$ cat src/rtl/control_unit.sv
`default_nettype none
// ============================================================================
// Module      : control_unit
// Description : Moore sequencer for the 8-bit CPU data path. It fetches an
//               opcode into IR and decodes it. Conditional branches sample
//               CCR_Result in the decode state. It then steps through the
//               execute states. Every strobe and select is a pure function
//               of the current state.
// Ports       : clk         - rising-edge clock
//               reset       - asynchronous, active-low
//               IR          - current opcode held by the data path
//               CCR_Result  - flags {N,Z,V,C}
//               IR_Load, MAR_Load, PC_Load, PC_Inc, A_Load, B_Load,
//               CCR_Load    - register load / increment strobes
//               ALU_Sel     - ALU operation select
//               Bus1_Sel    - 00 PC, 01 A, 10 B
//               Bus2_Sel    - 00 ALU, 01 BUS1, 10 memory
//               write       - memory write of BUS1 at MAR
// Revision    : 1.0 - initial release
// ============================================================================
module control_unit #(
    parameter int ILLEGAL_AS_NOP = 1
) (
    input  logic       clk,
    input  logic       reset,
    input  logic [7:0] IR,
    input  logic [3:0] CCR_Result,
    output logic       IR_Load,
    output logic       MAR_Load,
    output logic       PC_Load,
    output logic       PC_Inc,
    output logic       A_Load,
    output logic       B_Load,
    output logic [2:0] ALU_Sel,
    output logic       CCR_Load,
    output logic [1:0] Bus1_Sel,
    output logic [1:0] Bus2_Sel,
    output logic       write
);

    // Opcodes
    localparam logic [7:0] c_LDA_IMM = 8'h86;
    localparam logic [7:0] c_LDA_DIR = 8'h87;
    localparam logic [7:0] c_LDB_IMM = 8'h88;
    localparam logic [7:0] c_LDB_DIR = 8'h89;
    localparam logic [7:0] c_STA_DIR = 8'h96;
    localparam logic [7:0] c_STB_DIR = 8'h97;
    localparam logic [7:0] c_ADD_AB  = 8'h42;
    localparam logic [7:0] c_SUB_AB  = 8'h43;
    localparam logic [7:0] c_AND_AB  = 8'h44;
    localparam logic [7:0] c_OR_AB   = 8'h45;
    localparam logic [7:0] c_INCA    = 8'h46;
    localparam logic [7:0] c_INCB    = 8'h47;
    localparam logic [7:0] c_DECA    = 8'h48;
    localparam logic [7:0] c_DECB    = 8'h49;
    localparam logic [7:0] c_BRA     = 8'h20;
    localparam logic [7:0] c_BMI     = 8'h21;
    localparam logic [7:0] c_BPL     = 8'h22;
    localparam logic [7:0] c_BEQ     = 8'h23;
    localparam logic [7:0] c_BNE     = 8'h24;
    localparam logic [7:0] c_BVS     = 8'h25;
    localparam logic [7:0] c_BVC     = 8'h26;
    localparam logic [7:0] c_BCS     = 8'h27;
    localparam logic [7:0] c_BCC     = 8'h28;

    // Bus and ALU selects
    localparam logic [1:0] c_BUS1_PC   = 2'b00;
    localparam logic [1:0] c_BUS1_A    = 2'b01;
    localparam logic [1:0] c_BUS1_B    = 2'b10;
    localparam logic [1:0] c_BUS2_ALU  = 2'b00;
    localparam logic [1:0] c_BUS2_BUS1 = 2'b01;
    localparam logic [1:0] c_BUS2_MEM  = 2'b10;
    localparam logic [2:0] c_ALU_ADD   = 3'b000;
    localparam logic [2:0] c_ALU_SUB   = 3'b001;
    localparam logic [2:0] c_ALU_AND   = 3'b010;
    localparam logic [2:0] c_ALU_OR    = 3'b011;
    localparam logic [2:0] c_ALU_INC   = 3'b100;
    localparam logic [2:0] c_ALU_DEC   = 3'b101;

    // The operand fetch (OP_4/OP_5) and the direct-address states are shared
    // between instructions. IR is stable after FETCH_2, so the shared states
    // pick their successor from IR. The outputs never look at IR.
    typedef enum logic [4:0] {
        S_FETCH_0   = 5'd0,
        S_FETCH_1   = 5'd1,
        S_FETCH_2   = 5'd2,
        S_DECODE_3  = 5'd3,
        S_OP_4      = 5'd4,
        S_OP_5      = 5'd5,
        S_BRA_5     = 5'd6,
        S_LDA_IMM_6 = 5'd7,
        S_LDB_IMM_6 = 5'd8,
        S_DIR_6     = 5'd9,
        S_BRA_6     = 5'd10,
        S_LD_DIR_7  = 5'd11,
        S_STA_7     = 5'd12,
        S_STB_7     = 5'd13,
        S_LDA_DIR_8 = 5'd14,
        S_LDB_DIR_8 = 5'd15,
        S_ADD_4     = 5'd16,
        S_SUB_4     = 5'd17,
        S_AND_4     = 5'd18,
        S_OR_4      = 5'd19,
        S_INCA_4    = 5'd20,
        S_INCB_4    = 5'd21,
        S_DECA_4    = 5'd22,
        S_DECB_4    = 5'd23,
        S_BNT_4     = 5'd24,
        S_HALT      = 5'd25
    } state_t;

    state_t r_state_q;
    state_t w_state_d;
    logic   w_is_branch;
    logic   w_cond_met;

    always_ff @(posedge clk or negedge reset) begin
        if (!reset) begin
            r_state_q <= S_FETCH_0;
        end else begin
            r_state_q <= w_state_d;
        end
    end

    always_comb begin
        w_state_d = r_state_q;
        IR_Load   = 1'b0;
        MAR_Load  = 1'b0;
        PC_Load   = 1'b0;
        PC_Inc    = 1'b0;
        A_Load    = 1'b0;
        B_Load    = 1'b0;
        ALU_Sel   = c_ALU_ADD;
        CCR_Load  = 1'b0;
        Bus1_Sel  = c_BUS1_PC;
        Bus2_Sel  = c_BUS2_ALU;
        write     = 1'b0;

        w_is_branch = (IR >= c_BRA) && (IR <= c_BCC);

        // Branch condition on {N,Z,V,C}; used only in the decode state.
        w_cond_met = 1'b0;
        case (IR)
            c_BMI:   w_cond_met =  CCR_Result[3];
            c_BPL:   w_cond_met = ~CCR_Result[3];
            c_BEQ:   w_cond_met =  CCR_Result[2];
            c_BNE:   w_cond_met = ~CCR_Result[2];
            c_BVS:   w_cond_met =  CCR_Result[1];
            c_BVC:   w_cond_met = ~CCR_Result[1];
            c_BCS:   w_cond_met =  CCR_Result[0];
            c_BCC:   w_cond_met = ~CCR_Result[0];
            default: w_cond_met = 1'b0;
        endcase

        case (r_state_q)
            S_FETCH_0: begin
                Bus1_Sel  = c_BUS1_PC;
                Bus2_Sel  = c_BUS2_BUS1;
                MAR_Load  = 1'b1;
                w_state_d = S_FETCH_1;
            end
            S_FETCH_1: begin
                PC_Inc    = 1'b1;
                w_state_d = S_FETCH_2;
            end
            S_FETCH_2: begin
                Bus2_Sel  = c_BUS2_MEM;
                IR_Load   = 1'b1;
                w_state_d = S_DECODE_3;
            end
            S_DECODE_3: begin
                case (IR)
                    c_LDA_IMM, c_LDB_IMM, c_LDA_DIR, c_LDB_DIR,
                    c_STA_DIR, c_STB_DIR, c_BRA:   w_state_d = S_OP_4;
                    c_ADD_AB:                      w_state_d = S_ADD_4;
                    c_SUB_AB:                      w_state_d = S_SUB_4;
                    c_AND_AB:                      w_state_d = S_AND_4;
                    c_OR_AB:                       w_state_d = S_OR_4;
                    c_INCA:                        w_state_d = S_INCA_4;
                    c_INCB:                        w_state_d = S_INCB_4;
                    c_DECA:                        w_state_d = S_DECA_4;
                    c_DECB:                        w_state_d = S_DECB_4;
                    c_BMI, c_BPL, c_BEQ, c_BNE,
                    c_BVS, c_BVC, c_BCS, c_BCC:
                        w_state_d = w_cond_met ? S_OP_4 : S_BNT_4;
                    default:
                        w_state_d = (ILLEGAL_AS_NOP != 0) ? S_FETCH_0 : S_HALT;
                endcase
            end
            S_OP_4: begin
                Bus1_Sel  = c_BUS1_PC;
                Bus2_Sel  = c_BUS2_BUS1;
                MAR_Load  = 1'b1;
                // A taken branch keeps PC on the operand; it gets overwritten.
                w_state_d = w_is_branch ? S_BRA_5 : S_OP_5;
            end
            S_OP_5: begin
                PC_Inc = 1'b1;
                case (IR)
                    c_LDA_IMM:                                 w_state_d = S_LDA_IMM_6;
                    c_LDB_IMM:                                 w_state_d = S_LDB_IMM_6;
                    c_LDA_DIR, c_LDB_DIR, c_STA_DIR, c_STB_DIR: w_state_d = S_DIR_6;
                    default:                                   w_state_d = S_FETCH_0;
                endcase
            end
            S_BRA_5: begin
                w_state_d = S_BRA_6;
            end
            S_LDA_IMM_6: begin
                Bus2_Sel  = c_BUS2_MEM;
                A_Load    = 1'b1;
                w_state_d = S_FETCH_0;
            end
            S_LDB_IMM_6: begin
                Bus2_Sel  = c_BUS2_MEM;
                B_Load    = 1'b1;
                w_state_d = S_FETCH_0;
            end
            S_DIR_6: begin
                // The operand byte becomes the new memory address.
                Bus2_Sel = c_BUS2_MEM;
                MAR_Load = 1'b1;
                case (IR)
                    c_STA_DIR:            w_state_d = S_STA_7;
                    c_STB_DIR:            w_state_d = S_STB_7;
                    c_LDA_DIR, c_LDB_DIR: w_state_d = S_LD_DIR_7;
                    default:              w_state_d = S_FETCH_0;
                endcase
            end
            S_BRA_6: begin
                Bus2_Sel  = c_BUS2_MEM;
                PC_Load   = 1'b1;
                w_state_d = S_FETCH_0;
            end
            S_LD_DIR_7: begin
                // Memory data for the new MAR is valid one cycle later.
                case (IR)
                    c_LDA_DIR: w_state_d = S_LDA_DIR_8;
                    c_LDB_DIR: w_state_d = S_LDB_DIR_8;
                    default:   w_state_d = S_FETCH_0;
                endcase
            end
            S_STA_7: begin
                Bus1_Sel  = c_BUS1_A;
                write     = 1'b1;
                w_state_d = S_FETCH_0;
            end
            S_STB_7: begin
                Bus1_Sel  = c_BUS1_B;
                write     = 1'b1;
                w_state_d = S_FETCH_0;
            end
            S_LDA_DIR_8: begin
                Bus2_Sel  = c_BUS2_MEM;
                A_Load    = 1'b1;
                w_state_d = S_FETCH_0;
            end
            S_LDB_DIR_8: begin
                Bus2_Sel  = c_BUS2_MEM;
                B_Load    = 1'b1;
                w_state_d = S_FETCH_0;
            end
            S_ADD_4, S_SUB_4, S_AND_4, S_OR_4: begin
                Bus1_Sel = c_BUS1_A;
                Bus2_Sel = c_BUS2_ALU;
                A_Load   = 1'b1;
                CCR_Load = 1'b1;
                case (r_state_q)
                    S_SUB_4: ALU_Sel = c_ALU_SUB;
                    S_AND_4: ALU_Sel = c_ALU_AND;
                    S_OR_4:  ALU_Sel = c_ALU_OR;
                    default: ALU_Sel = c_ALU_ADD;
                endcase
                w_state_d = S_FETCH_0;
            end
            S_INCA_4, S_DECA_4: begin
                Bus1_Sel  = c_BUS1_A;
                Bus2_Sel  = c_BUS2_ALU;
                ALU_Sel   = (r_state_q == S_INCA_4) ? c_ALU_INC : c_ALU_DEC;
                A_Load    = 1'b1;
                CCR_Load  = 1'b1;
                w_state_d = S_FETCH_0;
            end
            S_INCB_4, S_DECB_4: begin
                Bus1_Sel  = c_BUS1_B;
                Bus2_Sel  = c_BUS2_ALU;
                ALU_Sel   = (r_state_q == S_INCB_4) ? c_ALU_INC : c_ALU_DEC;
                B_Load    = 1'b1;
                CCR_Load  = 1'b1;
                w_state_d = S_FETCH_0;
            end
            S_BNT_4: begin
                // Branch not taken: step PC over the unused operand byte.
                PC_Inc    = 1'b1;
                w_state_d = S_FETCH_0;
            end
            S_HALT: begin
                w_state_d = S_HALT;
            end
            default: begin
                w_state_d = S_FETCH_0;
            end
        endcase
    end

endmodule
`default_nettype wire

$ cat config.mk
export PLATFORM = sky130hd
export DESIGN_NAME = control_unit
export DESIGN_NICKNAME = d
export VERILOG_FILES = /design/src/rtl/control_unit.sv
export SDC_FILE = /design/constraint.sdc
export NUM_CORES = 1
export LEC_CHECK = 0
export ABC_AREA = 1
export BUFFER_PORTS_ARGS = -buffer_cell sky130_fd_sc_hd__buf_2
export CAP_MARGIN = 20
export CELL_PAD_IN_SITES_DETAIL_PLACEMENT = 1
export CELL_PAD_IN_SITES_GLOBAL_PLACEMENT = 1
export CORE_ASPECT_RATIO = 0.6
export CORE_UTILIZATION = 35
export CTS_CLUSTER_DIAMETER = 40
export CTS_CLUSTER_SIZE = 24
export DETAILED_ROUTE_END_ITERATION = 16
export PLACE_DENSITY = 0.82
export SLEW_MARGIN = 20
export SYNTH_ARGS = -nofsm -noshare
export SYNTH_HDL_FRONTEND = slang
export SYNTH_SLANG_ARGS = --single-unit
$ cat constraint.sdc
create_clock -name clk -period 3.5 [get_ports clk]
set_clock_uncertainty 0.05 [all_clocks]
set_input_delay 0.175 -clock clk [delete_from_list [all_inputs] [get_ports clk]]
set_output_delay 0.175 -clock clk [all_outputs]
set_load 0.01 [all_outputs]
==> run metrics, run 1 <==
Relative slew margins=0.694; Syn Nets=205; TritonCTS clock tree=yes; arrival time worst endpoint=1.86 ns; Syn-to-layout area delta=23.5%; Mean Syn Cell Area=5.05 um2; largest net degree at the start of global routing=16; routed vias=1362; clock sink total=5; fmax=480 MHz; total CTS buffers=3; DR vias/cell=5.36; I/O Buffers=28; global-route wire length before repair=6220 um; most area-consuming cells after synthesis=nand2_1 (21%), dfrtp_1 (13%), nand3_1 (12%); Clock transition at path regs=0.04 ns; residual antenna-violating net count after detailed routing=0; gpl congestion=0.919; Worst Path Required=3.27 ns; most common library cell in the layout ignoring fill and taps=nand2_1; initial antenna violation count=0; synth warn=0; Yosys top cell by area=nand2_1; Critical Path Start Type=flop; Register Area=125 um2; total congestion overflow=0; Post-CTS Setup Bufs=0; Crit. Startpoint=r_state_q[2]; Place WS=1.75 ns; Netlist cell types=24; number of flip-flops under the largest register name=5; Syn Std Cell Area=965 um2; drt pass-1 iters=4; antenna cells=0; # DRC=0; Clk Latency, worst-skew pair=0.23 ns; Final Cycle Share=0.595; maximum VDD drop=0.176 mV; vias in the first global route=1273; Final nets=237; Top Registers=r_state_q: 5 flops; #FFs+latches synth=5; Setup WS post-layout=1.42 ns; Leak Pwr=0.000731 uW; Detailed Place HPWL=3180 um; Area after DPL=1140 um2; GR Util All Layers=0.266; Max Slew Vio Count=0; die footprint=2980 um2; Slew @ Worst Pin=0.457 ns; P per Cell Area=402 nW/um2; initial drt markers=152; initial core utilization=0.377; Hold Path Class=primary input to async pin; area occupied by multi-input gates=699 um2; Std-Cell Rows=14; outcome=finished, final reports clean; DR WL/cell=14.8 um; Hold-fix buffers, CTS=1; Fill cells=393; Final setup viols=0; Core ar.=2560 um2; final core utilization=0.466; minimum clock period=2.08 ns; most frequent cells in the layout=nand2_1 (55), inv_1 (31), nor2_1 (30); RR Startpoint=r_state_q[2]; post-synthesis sequential area ratio=0.130; Design Area, Final=1190 um2; Die Span Y=42.7 um; number of top-level pins=29; Crit Path Max Fanout=6; CTS Root Cell=clkbuf_8; routed wire length=3750 um; Max Cap Viol=0; Clock Path Buffers=2; Worst setup EP type=primary output; most flop-heavy register=r_state_q; unrepaired setup endpoints after global routing=false; Die X-Extent=69.8 um; setup TNS=0 ns; ratio of cells with drive above 1 in the final layout=0.216; Final Hold Fails=0; Crit Path Class=flop to primary output; H-tree depth=1; Synth top area share=0.214; post_cts resized=0; Gate Count Post-Synth=191
-- area by class of cell --
cell class / instances / share of cell area
multi-input cells: 149 / 0.587
repair buffers: 29 / 0.126
inverters: 35 / 0.110
flip-flops and latches: 5 / 0.105
clock buffers: 4 / 0.0378
well taps: 32 / 0.0336
-- layer usage --
layer | global-route usage | share of wire | vias to the layer above
li1 | - | - | 671
met1 | 0.420 | 0.53 | 636
met2 | 0.363 | 0.38 | 51
met3 | 0.0594 | 0.075 | 4
met4 | 0.0400 | 0.0067 | 0
met5 | 0 | 0 | -
-- critical path, cell delays in order, from the launching register on --
cell and delay, ns:
dfrtp_1 0.45, nor2_1 0.40, inv_1 0.19, nor3_1 0.26
a21oi_1 0.10, o21ai_0 0.09, buf_2 0.15
-- cell families (layout without fill, tap and decap cells) --
| kind of cell | after synthesis | in the layout | synth area share |
|---|---|---|---|
| AOI/OAI and AO/OA | 26 | 26 | 0.162 |
| DFF | 5 | 5 | 0.130 |
| buffers and inverters | 37 | 68 | 0.145 |
| and+or+nand+nor | 123 | 123 | 0.563 |
-- final timing paths --
| path | cells after the start | end | slack (ns) |
|---|---|---|---|
| min in group clk | 6 | r_state_q[4] | 0.38 |
| max in group asynchronous | 2 | r_state_q[2] | 3.00 |
| setup / recovery | 6 | Bus1_Sel[0] | 1.42 |
| hold reg to reg | 2 | r_state_q[4] | 0.70 |
| hold / removal | 2 | r_state_q[4] | 0.26 |
| setup reg to reg | 7 | r_state_q[1] | 1.74 |
-- through the flow --
stage | total power, uW | hold slack (ns) | instances
global route | 509 | 0.286 | 254
detailed placement | 358 | -0.0535 | 249
finish | 479 | 0.257 | 254
global placement | 350 | -0.0590 | 249
CTS | 473 | 0.255 | 254
floorplan | 259 | -0.171 | 191
-- where the power goes --
part	leakage, uW	internal, uW	total (uW)	switching (uW)
clock	0.0000228	78.4	109	30.9
sequential	0.0000657	71.8	102	30.0
combinational	0.000643	84.9	268	183
-- cells in the mapped netlist, drive strengths merged --
| master | instances |
|---|---|
| nand2 | 58 |
| nor2 | 37 |
| inv | 35 |
| nand3 | 26 |
| o21ai | 10 |
| a21oi | 5 |
| dfrtp | 5 |
| o22ai | 4 |
| a31oi | 2 |
| o31ai | 2 |
| a22oi | 1 |
| and3 | 1 |
| buf | 1 |
| clkbuf | 1 |
| nor3 | 1 |
| o2111ai | 1 |
| o311ai | 1 |
Power figures use the tool's default switching activity.
==> run 2: changes to the inputs <==
--- a/config.mk
+++ b/config.mk
@@ -11,11 +11,11 @@
 export CELL_PAD_IN_SITES_DETAIL_PLACEMENT = 1
 export CELL_PAD_IN_SITES_GLOBAL_PLACEMENT = 1
 export CORE_ASPECT_RATIO = 0.6
-export CORE_UTILIZATION = 35
+export CORE_UTILIZATION = 32
 export CTS_CLUSTER_DIAMETER = 40
 export CTS_CLUSTER_SIZE = 24
 export DETAILED_ROUTE_END_ITERATION = 16
-export PLACE_DENSITY = 0.82
+export PLACE_DENSITY = 0.76
 export SLEW_MARGIN = 20
 export SYNTH_ARGS = -nofsm -noshare
 export SYNTH_HDL_FRONTEND = slang
==> constraint.sdc (replaced) <==
create_clock -name clk -period 2.17 [get_ports clk]
set_clock_uncertainty 0.05 [all_clocks]
set_input_delay 0.1085 -clock clk [delete_from_list [all_inputs] [get_ports clk]]
set_output_delay 0.1085 -clock clk [all_outputs]
set_load 0.01 [all_outputs]
==> run 2 against run 1 <==
  * Die area grew 9.0%
  * Sequential power up 50%
  * Non-clock buffer count is 1 higher
  * First-iteration DRC count shrank 2.6%
  * Sequential cell count stayed put
  * Via count shrank 2.8%
  * Worst hold slack got worse by 0.068 ns
==> run metrics, run 2 (synthesized netlist as in run 1, its figures left out) <==
outcome=finished, final reports clean (unchanged); post_cts resized=0 (unchanged); Relative slew margins=0.715 (was 0.694); maximum VDD drop=0.271 mV (was 0.176 mV); ratio of cells with drive above 1 in the final layout=0.220 (was 0.216); TritonCTS clock tree=yes (unchanged); DR vias/cell=5.00 (was 5.36); P per Cell Area=617 nW/um2 (was 402 nW/um2); Std-Cell Rows=15 (was 14); cell internal pwr=381 uW (was 235 uW); Crit Path Max Fanout=15 (was 6); M3 GR Usage=0.0273 (was 0.0594); Critical Path Start Type=flop (unchanged); Die Span Y=44.5 um (was 42.7 um); vias in the first global route=1135 (was 1273); switching power=366 uW (was 244 uW); Slew @ Worst Pin=0.426 ns (was 0.457 ns); Clock Path Buffers=2 (unchanged); setup TNS=0 ns (unchanged); arrival time worst endpoint=1.68 ns (was 1.86 ns); Die X-Extent=72.9 um (was 69.8 um); global-route wire length before repair=5600 um (was 6220 um); residual antenna-violating net count after detailed routing=0 (unchanged); Worst setup EP type=primary output (unchanged); Hold-fix buffers, CTS=1 (unchanged); RR Startpoint=r_state_q[4] (was r_state_q[2]); Design Area, Final=1210 um2 (was 1190 um2); Syn-to-layout area delta=25.6% (was 23.5%); die footprint=3250 um2 (was 2980 um2); GR Util All Layers=0.225 (was 0.266); Place WS=0.595 ns (was 1.75 ns); GR Util met2=0.290 (was 0.363); Final nets=238 (was 237); Max Slew Vio Count=0 (unchanged); most frequent CP cell=inv_1; worst reg2reg setup slack=0.57 ns (was 1.74 ns); gpl congestion=0.817 (was 0.919); antenna cells=0 (unchanged); largest net degree at the start of global routing=16 (unchanged); clock sink total=5 (unchanged); number of top-level pins=29 (unchanged); reg2reg end=r_state_q[1] (unchanged); Final Hold Fails=0 (unchanged); most flop-heavy register=r_state_q (unchanged); Fill cells=433 (was 393); minimum clock period=1.84 ns; Sw Share=0.490 (was 0.509); Area after DPL=1160 um2 (was 1140 um2); routed wire length=3320 um (was 3750 um); Top Registers=r_state_q: 5 flops (unchanged); initial drt markers=148 (was 152); GR Layer Usage met1=0.385 (was 0.420); Non-Filler Instances=265 (was 254); DR WL/cell=12.5 um (was 14.8 um); number of flip-flops under the largest register name=5 (unchanged); Post-CTS Setup Bufs=0 (unchanged); cell breakdown of the critical path=inv_1 -> nand3_1 -> inv_1 -> a21oi_1 -> o2111ai_1 -> buf_2 (was nor2_1 -> inv_1 -> nor3_1 -> a21oi_1 -> o21ai_0 -> buf_2); total congestion overflow=0 (unchanged); Max Cap Viol=0 (unchanged); Detailed Place HPWL=2890 um (was 3180 um); Flop pwr share=0.205 (was 0.213); Final Cycle Share=0.848; Clk pwr share=0.227 (was 0.228); Clk Latency, worst-skew pair=0.22 ns (was 0.23 ns); routed vias=1324 (was 1362); Top Usage Layer GRT=met1 (unchanged); total CTS buffers=3 (unchanged); slowest CP cell=dfrtp_1 (unchanged); Final setup viols=0 (unchanged); most common library cell in the layout ignoring fill and taps=nand2_1 (unchanged); Setup WS post-layout=0.330 ns (was 1.42 ns); H-tree depth=1 (unchanged); Critical Path Max Stage Delay=0.44 ns (was 0.45 ns); # DRC=0 (unchanged); Worst Path Required=2.01 ns (was 3.27 ns); initial antenna violation count=0 (unchanged); I/O Buffers=28 (unchanged); combinational fraction of design power=0.568 (was 0.559); Leak Pwr=0.000735 uW (was 0.000731 uW); Hold Path Class=primary input to async pin (unchanged); unrepaired setup endpoints after global routing=false (unchanged); placed cell count=260 (was 249); Clock transition at path regs=0.04 ns (about the same); Crit Path Class=flop to primary output (unchanged); Worst path top cell family by delay=buffers and inverters (was simple AND/OR/NAND/NOR gates); CTS Root Cell=clkbuf_8 (unchanged); fmax=543 MHz; Core ar.=2870 um2 (was 2560 um2); most frequent cells in the layout=nand2_1 (55), inv_1 (31), nor2_1 (30) (unchanged); path depth of the worst reg2reg path=7 (unchanged); initial core utilization=0.336 (was 0.377); Bufs and invs on worst path=3 (was 2); drt pass-1 iters=4 (unchanged)
-- run 2: cell types whose count changed in the layout (fill, tap and decap cells not counted) --
cell / change
buf_4: +1
-- run 2: worst max-delay path by stage --
stage / from / depth (start not counted) / slack [ns] / endpoint
floorplan: r_state_q[2] / 5 / 0.73 / Bus1_Sel[0]
global placement: r_state_q[3] / 8 / 0.61 / MAR_Load
detailed placement: r_state_q[4] / 6 / 0.60 / Bus2_Sel[1]
CTS: r_state_q[4] / 6 / 0.36 / Bus2_Sel[1]
global route: r_state_q[4] / 6 / 0.22 / Bus2_Sel[1]
finish: r_state_q[4] / 6 / 0.33 / Bus2_Sel[1]
-- run 2: routing by layer --
layer,vias to the layer above,share of wire
li1,675,-
met1,616,0.59
met2,33,0.35
met3,0,0.055
met4,0,0
met5,-,0
-- run 2: final cells by class --
type / count / area, um2 / area share
repair buffers: 30 / 158 / 0.130
multi-input cells: 149 / 699 / 0.577
flip-flops and latches: 5 / 125 / 0.103
well taps: 42 / 52.6 / 0.0434
inverters: 35 / 131 / 0.108
clock buffers: 4 / 45.0 / 0.0372
-- run 2: power groups by stage --
stage	registers (uW)	logic, uW	clock network, uW
after floorplan	145	272	0
after global placement	155	418	0
after detailed placement	154	414	0
after CTS	153	418	173
after global routing	159	476	183
final	153	424	170
-- run 2: worst register-to-register path: stages, from the launching register on --
cell     delay (ns)
dfrtp_1        0.44
inv_1          0.36
nand2_1        0.21
nor2_1         0.17
inv_1          0.07
o21ai_0        0.09
nor2_1         0.08
nand3_2        0.06
-- run 2: stage by stage --
stage / hold slack (ns) / power, uW / utilization
after floorplan: -0.237 / 417 / -
after global placement: -0.124 / 573 / 0.403
after detailed placement: -0.121 / 568 / 0.403
after CTS: 0.186 / 745 / 0.422
after global routing: 0.214 / 819 / 0.422
final: 0.189 / 747 / 0.422
